==> src/rtl/pe_sched_pkg.sv <==
// Shared state type and default sizing for the PE array scheduler.
package pe_sched_pkg;

   localparam int PIPE_DEPTH_DEF = 4;
   localparam int CNT_WIDTH_DEF  = 16;

   typedef enum logic [1:0] {
      IDLE  = 2'd0,
      RUN   = 2'd1,
      FLUSH = 2'd2,
      DONE  = 2'd3
   } sched_state_e;

endpackage

==> src/rtl/pe_sched_token_pipe.sv <==
// Valid/last token shadow of the PE datapath: stage 0 loads on the load strobe,
// later stages advance only when the previous cycle carried a load.
module pe_sched_token_pipe
   import pe_sched_pkg::*;
#(
   parameter int PIPE_DEPTH = PIPE_DEPTH_DEF
) (
   input  logic clk,
   input  logic rst,
   input  logic i_load,
   input  logic i_tok_vld,
   input  logic i_tok_last,
   output logic o_vld,
   output logic o_last
);

   logic                  r_ld_q;
   logic [PIPE_DEPTH-1:0] r_tok;
   logic [PIPE_DEPTH-1:0] r_lst;
   logic                  r_vld;
   logic                  r_last;

   always_ff @(posedge clk) begin
      if (rst) begin
         r_ld_q <= 1'b0;
         r_tok  <= '0;
         r_lst  <= '0;
         r_vld  <= 1'b0;
         r_last <= 1'b0;
      end else begin
         r_ld_q <= i_load;
         if (i_load) begin
            r_tok[0] <= i_tok_vld;
            r_lst[0] <= i_tok_last;
         end
         if (r_ld_q) begin
            for (int i = 1; i < PIPE_DEPTH; i++) begin
               r_tok[i] <= r_tok[i-1];
               r_lst[i] <= r_lst[i-1];
            end
         end
         // The output stage is consumed by the same advance, so a token fires once.
         r_vld  <= r_ld_q & r_tok[PIPE_DEPTH-1];
         r_last <= r_ld_q & r_tok[PIPE_DEPTH-1] & r_lst[PIPE_DEPTH-1];
      end
   end

   assign o_vld  = r_vld;
   assign o_last = r_last;

endmodule

==> src/rtl/pe_arr_sched.sv <==
// Job sequencer for the 9-tap PE array: window loads, pipeline flush, OFM stream.
// Define PE_SCHED_PERF_EN to add the saturating perf_cycles/perf_stalls counters.
//
// state | meaning
// IDLE  | waiting for start
// RUN   | consuming one window per accepted win_valid
// FLUSH | PIPE_DEPTH-1 dummy loads push the last result out
// DONE  | one cycle; done pulses in the following cycle
module pe_arr_sched
   import pe_sched_pkg::*;
#(
   parameter int CNT_WIDTH    = CNT_WIDTH_DEF,
   parameter int OUTPUT_WIDTH = 32,
   parameter int PIPE_DEPTH   = PIPE_DEPTH_DEF
) (
   input  logic                    clk,
   input  logic                    rst,
   input  logic                    start,
   input  logic [CNT_WIDTH-1:0]    cfg_num_pix,
   input  logic                    win_valid,
   output logic                    win_ready,
   output logic                    ready_load,
   input  logic [OUTPUT_WIDTH-1:0] ofm_output,
   output logic                    ofm_valid,
   output logic [OUTPUT_WIDTH-1:0] ofm_data,
   output logic                    ofm_last,
   output logic                    busy,
   output logic                    done
`ifdef PE_SCHED_PERF_EN
   ,
   output logic [CNT_WIDTH-1:0]    perf_cycles,
   output logic [CNT_WIDTH-1:0]    perf_stalls
`endif
);

   localparam logic [CNT_WIDTH-1:0] C_ONE      = CNT_WIDTH'(1);
   localparam logic [CNT_WIDTH-1:0] C_FLUSH_LD = CNT_WIDTH'(PIPE_DEPTH - 2);

   sched_state_e         r_state;
   sched_state_e         w_state_nxt;
   logic [CNT_WIDTH-1:0] r_num_pix;
   logic [CNT_WIDTH-1:0] r_pix_cnt;
   logic [CNT_WIDTH-1:0] r_flush_cnt;
   logic                 r_done;
   logic                 w_accept;
   logic                 w_final;
   logic                 w_start_ok;
   logic                 w_flush_tc;

   assign w_start_ok = (r_state == IDLE) & start;
   assign w_flush_tc = (r_flush_cnt == '0);

   always_comb begin
      w_state_nxt = r_state;
      win_ready   = 1'b0;
      ready_load  = 1'b0;
      w_accept    = 1'b0;
      w_final     = 1'b0;
      unique case (r_state)
         IDLE: begin
            if (start) w_state_nxt = (cfg_num_pix == '0) ? DONE : RUN;
         end
         RUN: begin
            win_ready  = 1'b1;
            w_accept   = win_valid;
            ready_load = win_valid;
            w_final    = win_valid & (r_pix_cnt == r_num_pix - C_ONE);
            if (w_final) w_state_nxt = (PIPE_DEPTH > 1) ? FLUSH : DONE;
         end
         FLUSH: begin
            ready_load = 1'b1;
            if (w_flush_tc) w_state_nxt = DONE;
         end
         DONE: begin
            w_state_nxt = IDLE;
         end
         default: begin
            w_state_nxt = IDLE;
         end
      endcase
   end

   always_ff @(posedge clk) begin
      if (rst) begin
         r_state     <= IDLE;
         r_num_pix   <= '0;
         r_pix_cnt   <= '0;
         r_flush_cnt <= '0;
         r_done      <= 1'b0;
      end else begin
         r_state <= w_state_nxt;
         r_done  <= (r_state == DONE);
         if (w_start_ok) begin
            r_num_pix <= cfg_num_pix;
            r_pix_cnt <= '0;
         end else if (w_accept) begin
            r_pix_cnt <= r_pix_cnt + C_ONE;
         end
         // Down-counter loaded on the final accept; FLUSH ends at terminal count.
         if (w_final) begin
            r_flush_cnt <= C_FLUSH_LD;
         end else if ((r_state == FLUSH) && !w_flush_tc) begin
            r_flush_cnt <= r_flush_cnt - C_ONE;
         end
      end
   end

   pe_sched_token_pipe #(
      .PIPE_DEPTH (PIPE_DEPTH)
   ) u_token_pipe (
      .clk        (clk),
      .rst        (rst),
      .i_load     (ready_load),
      .i_tok_vld  (w_accept),
      .i_tok_last (w_final),
      .o_vld      (ofm_valid),
      .o_last     (ofm_last)
   );

   assign ofm_data = ofm_valid ? ofm_output : '0;
   assign busy     = (r_state != IDLE);
   assign done     = r_done;

`ifdef PE_SCHED_PERF_EN
   logic [CNT_WIDTH-1:0] r_perf_cycles;
   logic [CNT_WIDTH-1:0] r_perf_stalls;

   always_ff @(posedge clk) begin
      if (rst || w_start_ok) begin
         r_perf_cycles <= '0;
         r_perf_stalls <= '0;
      end else begin
         if (busy && (r_perf_cycles != '1)) r_perf_cycles <= r_perf_cycles + C_ONE;
         if ((r_state == RUN) && !win_valid && (r_perf_stalls != '1))
            r_perf_stalls <= r_perf_stalls + C_ONE;
      end
   end

   assign perf_cycles = r_perf_cycles;
   assign perf_stalls = r_perf_stalls;
`endif

endmodule

==> config.mk <==
export PLATFORM = sky130hd
export DESIGN_NAME = pe_arr_sched
export DESIGN_NICKNAME = d
export VERILOG_FILES = /design/src/rtl/pe_sched_pkg.sv /design/src/rtl/pe_sched_token_pipe.sv /design/src/rtl/pe_arr_sched.sv
export SDC_FILE = /design/constraint.sdc
export NUM_CORES = 1
export LEC_CHECK = 0
export CELL_PAD_IN_SITES_DETAIL_PLACEMENT = 1
export CELL_PAD_IN_SITES_GLOBAL_PLACEMENT = 2
export CORE_MARGIN = 2
export CORE_UTILIZATION = 29
export CTS_BUF_LIST = sky130_fd_sc_hd__clkbuf_8
export DETAILED_ROUTE_END_ITERATION = 7
export MAX_ROUTING_LAYER = met4
export PLACE_DENSITY_LB_ADDON = 0.1
export SLEW_MARGIN = 20
export SYNTH_ARGS = -nofsm -noshare
export SYNTH_HDL_FRONTEND = slang
export SYNTH_SLANG_ARGS = --single-unit
export TNS_END_PERCENT = 100
==> constraint.sdc <==
create_clock -name clk -period 3.3 [get_ports clk]
set_input_delay 0.495 -clock clk [delete_from_list [all_inputs] [get_ports clk]]
set_output_delay 0.495 -clock clk [all_outputs]
set_load 0.05 [all_outputs]
==> flow_metrics.env <==
export IMPL_drt_iter0_markers=94
export IMPL_r2r_slack_ns=0.48
export IMPL_leakage_nw=1.735
export IMPL_whs_path_depth=2
export IMPL_hold_worst_slack_ns=0.4476
export IMPL_area_growth_pct=34.82
export IMPL_post_route_util_pct=39.85
export IMPL_wl_um=9951
export IMPL_dieWidth_um=114.4
export IMPL_ant_nets=0
export IMPL_cts_clk_slew_worst_paths_ns=0.07
export IMPL_layout_min_cycle_time_ns=2.818
export IMPL_finalSetupViolCount=0
export IMPL_final_cell_count_no_fill=662
export IMPL_fin_ws_ns=0.4816
export IMPL_grt_pass1_wl_um=16500
export IMPL_holdCritPathClass="reg2reg"
export IMPL_relSlewSlack_pct=50.81
export IMPL_vias_per_cell=4.879
export IMPL_worstHoldEndpoint="u_token_pipe.o_vld"
export IMPL_synth_top_family_by_area="simple AND/OR/NAND/NOR gates"
export IMPL_place_inst=646
export IMPL_synth_edf_count=0
export IMPL_power_density_mw_per_mm2=479.8
export IMPL_gr_total_overflow=0
export IMPL_synthMuxAreaShare_pct=2.265
export IMPL_dpl_hpwl_um=7617
export IMPL_design_die_area_mm2=0.01309
export IMPL_tritoncts="built"
export IMPL_path_cells="inv_1 > ha_1 > or4b_4 > or4_1 > o31a_1 > a211oi_2 > and4_1 > buf_4 > nor3_1"
export IMPL_r2r_start="r_num_pix[1]"
export IMPL_ir_drop_mv=0.3064
export IMPL_drv_max_cap_violation_count=0
export IMPL_postCtsSetupBuffers=0
export IMPL_placed_cell_area_mm2=0.004544
export IMPL_grt_start_max_net_pins=50
export IMPL_ys_warnings_count=0
export IMPL_syn_area_mm2=0.003536
export IMPL_synth_seq_area_share_pct=35.10
export IMPL_totalNegativeSetupSlack_ns=0
export IMPL_dp_slack_ns=0.4452
export IMPL_status="finished, final reports clean"
export IMPL_yosys_area_share_adder_pct=2.831
export IMPL_crit_type="reg2reg"
export IMPL_grt_usage_pct=16.44
export IMPL_synth_compound_area_share_pct=11.61
export IMPL_port_buffers=89
export IMPL_ys_ff_latch=62
export IMPL_nNetsFinal=570
export IMPL_end_kind="flop"
export IMPL_drt_pass1_iterations=4
export IMPL_antenna_found_initial=0
export IMPL_cts_resized_gates=0
export IMPL_clk_insertion_delay_late_ns=0.36
export IMPL_clock_sinks=62
export IMPL_worst_ep_required_time_ns=3.52
export IMPL_holdBufCountCts=0
export IMPL_maxSlewViolCount=0
export IMPL_syn_inst=426
export IMPL_cp_start_kind="flop"
export IMPL_slowest_stage="or4b_4"
export IMPL_finalClockSkew_ns=0.008649
export IMPL_hold_violations=0
export IMPL_async_flop_share_pct=0
export IMPL_synth_ff_type="dfxtp_1"
export IMPL_reg2reg_depth=9
export IMPL_synth_simple_area_share_pct=32.70
export IMPL_yosysTopAreaCell="dfxtp_1"
export IMPL_gp_congestion=0.7432
export IMPL_cts_buffers=9
export IMPL_fin_crit_sh_pct=85.41
export IMPL_rr_endpoint="r_flush_cnt[2]"
export IMPL_io_pins=90
export IMPL_cts_root_buf="clkbuf_8"
export IMPL_final_cell_area_mm2=0.004767
export IMPL_total_power_mw=2.287
export IMPL_synth_xor_area_share_pct=11.04
export IMPL_drive_gt1_share_pct=7.573
export IMPL_grt_pass1_vias=3232
export IMPL_remaining_drc_errors=0
export IMPL_synth_area_leaders="dfxtp_1, and2_1, xor2_1"
export IMPL_critical_path_max_stage_delay_ns=0.54
export IMPL_tightestPinTransition_ns=0.7368
export IMPL_arrival_ns=3.04
export IMPL_dr_total_vias=3230
export IMPL_worstHoldStart="u_token_pipe.r_tok[3]"
export IMPL_wire_per_inst_um=15.03
export IMPL_core_mm2=0.01196
export IMPL_cts_buffer_depth=2
export IMPL_synth_avg_cell_area_um2=8.300
export IMPL_syn_nets=486
export IMPL_worst_path_max_fanout=16
export IMPL_rows=40
export IMPL_synth_top_area_share_pct=35.10
export IMPL_htreeDepth=3
export IMPL_die_h_um=114.4
export IMPL_max_freq_ghz=0.3548
export IMPL_synth_cell_types=57
export IMPL_grt_setup_unrepaired="false"
export IMPL_start_util_pct=29.56
export IMPL_num_antenna_cells=0
## Yosys cell counts (2+ instances only)
cell,count
dfxtp_1,62
nand2_1,52
nor2_1,42
and2_1,37
xor2_1,25
a21oi_1,22
nor3_1,22
xnor2_1,17
clkbuf_1,16
inv_1,9
nor4_1,9
ha_1,8
mux2i_1,8
nand4_1,7
o21ai_0,7
nand2b_1,6
nand3_1,5
nand3b_1,5
or3_1,5
a211oi_1,4
and3_1,4
buf_1,3
o211ai_1,3
o21a_1,3
or4_1,3
a2111oi_4,2
and4_1,2
buf_2,2
buf_6,2
nor2b_1,2
nor3_2,2
nor4b_1,2
nor4bb_1,2
o2111ai_1,2
o41ai_1,2
## sequential cells by signal, indices dropped and copies added, names as in the netlist
name                 flops
done                     1
r_state                  2
u_token_pipe.r_lst       4
r_pix_cnt               16
u_token_pipe.o_last      1
u_token_pipe.r_ld_q      1
r_num_pix               16
r_flush_cnt             16
u_token_pipe.r_tok       4
u_token_pipe.o_vld       1
## layout make-up
| cell class | count | area [um2] |
|---|---|---|
| Clock inverter | 6 | 85.08 |
| Timing Repair Buffer | 97 | 948.4 |
| Inverter | 9 | 33.78 |
| Sequential cell | 62 | 1241 |
| Fill cell | 1410 | 7194 |
| Tap cell | 147 | 183.9 |
| Clock buffer | 10 | 137.6 |
| Multi-Input combinational cell | 331 | 2137 |
## per-layer routing
metal / vias up / global-route usage, % / routed length, um
met1: 1499 / 22.29 / 5066
met4: 0 / 6.911 / 161
met5: - / - / 0
met2: 78 / 23.98 / 4229
li1: 1642 / - / -
met3: 11 / 3.017 / 493
## critical path: cells and delay by family, from the launching register on
kind | cells | cell delay, ns
AOI/OAI and AO/OA | 2 | 0.44
buffers and inverters | 2 | 0.29
DFF | 1 | 0.36
and+or+nand+nor | 4 | 1.36
adders and majority gates | 1 | 0.22
## worst max-delay path by stage
stage / startpoint / to / slack (ns) / depth (start not counted)
final: r_num_pix[1] / r_flush_cnt[2] / 0.48 / 9
after global routing: r_num_pix[1] / r_flush_cnt[6] / 0.27 / 9
after CTS: r_num_pix[1] / r_flush_cnt[2] / 0.47 / 9
after detailed placement: cfg_num_pix[8] / r_state[1] / 0.45 / 7
after global placement: r_num_pix[1] / r_flush_cnt[1] / 0.53 / 9
after floorplan: r_num_pix[0] / r_flush_cnt[5] / 0.55 / 11
## cell usage in the layout, fill, tap and decap left out, types with 3 or more instances in the layout
cell | netlist | routed
clkdlybuf4s50_1 | 0 | 88
dfxtp_1 | 62 | 62
nand2_1 | 52 | 52
nor2_1 | 42 | 42
and2_1 | 37 | 37
xor2_1 | 25 | 25
nor3_1 | 22 | 22
a21oi_1 | 22 | 22
xnor2_1 | 17 | 17
clkbuf_8 | 0 | 10
inv_1 | 9 | 9
nor4_1 | 9 | 9
buf_4 | 0 | 9
mux2i_1 | 8 | 8
ha_1 | 8 | 8
o21ai_0 | 7 | 7
nand4_1 | 7 | 7
nand2b_1 | 6 | 6
nand3b_1 | 5 | 5
or3_1 | 5 | 5
nand3_1 | 5 | 5
and3_1 | 4 | 4
a211oi_1 | 4 | 4
or4_1 | 3 | 3
o21a_1 | 3 | 3
o211ai_1 | 3 | 3
## power breakdown
group / internal (mW) / switching, mW / leakage (nW)
Clock: 0.443 / 0.313 / 0.108
Combinational: 0.298 / 0.387 / 1.12
Sequential: 0.790 / 0.0568 / 0.502
Total: 1.53 / 0.757 / 1.73
## logic make-up after synthesis
| group | count (synthesis) |
|---|---|
| DFF | 62 |
| adders and majority gates | 8 |
| muxes | 8 |
| AOI/OAI and AO/OA | 56 |
| xor gates and xnor gates | 43 |
| and+or+nand+nor | 216 |
| buffers and inverters | 33 |
(Power assumes the default switching activity.)
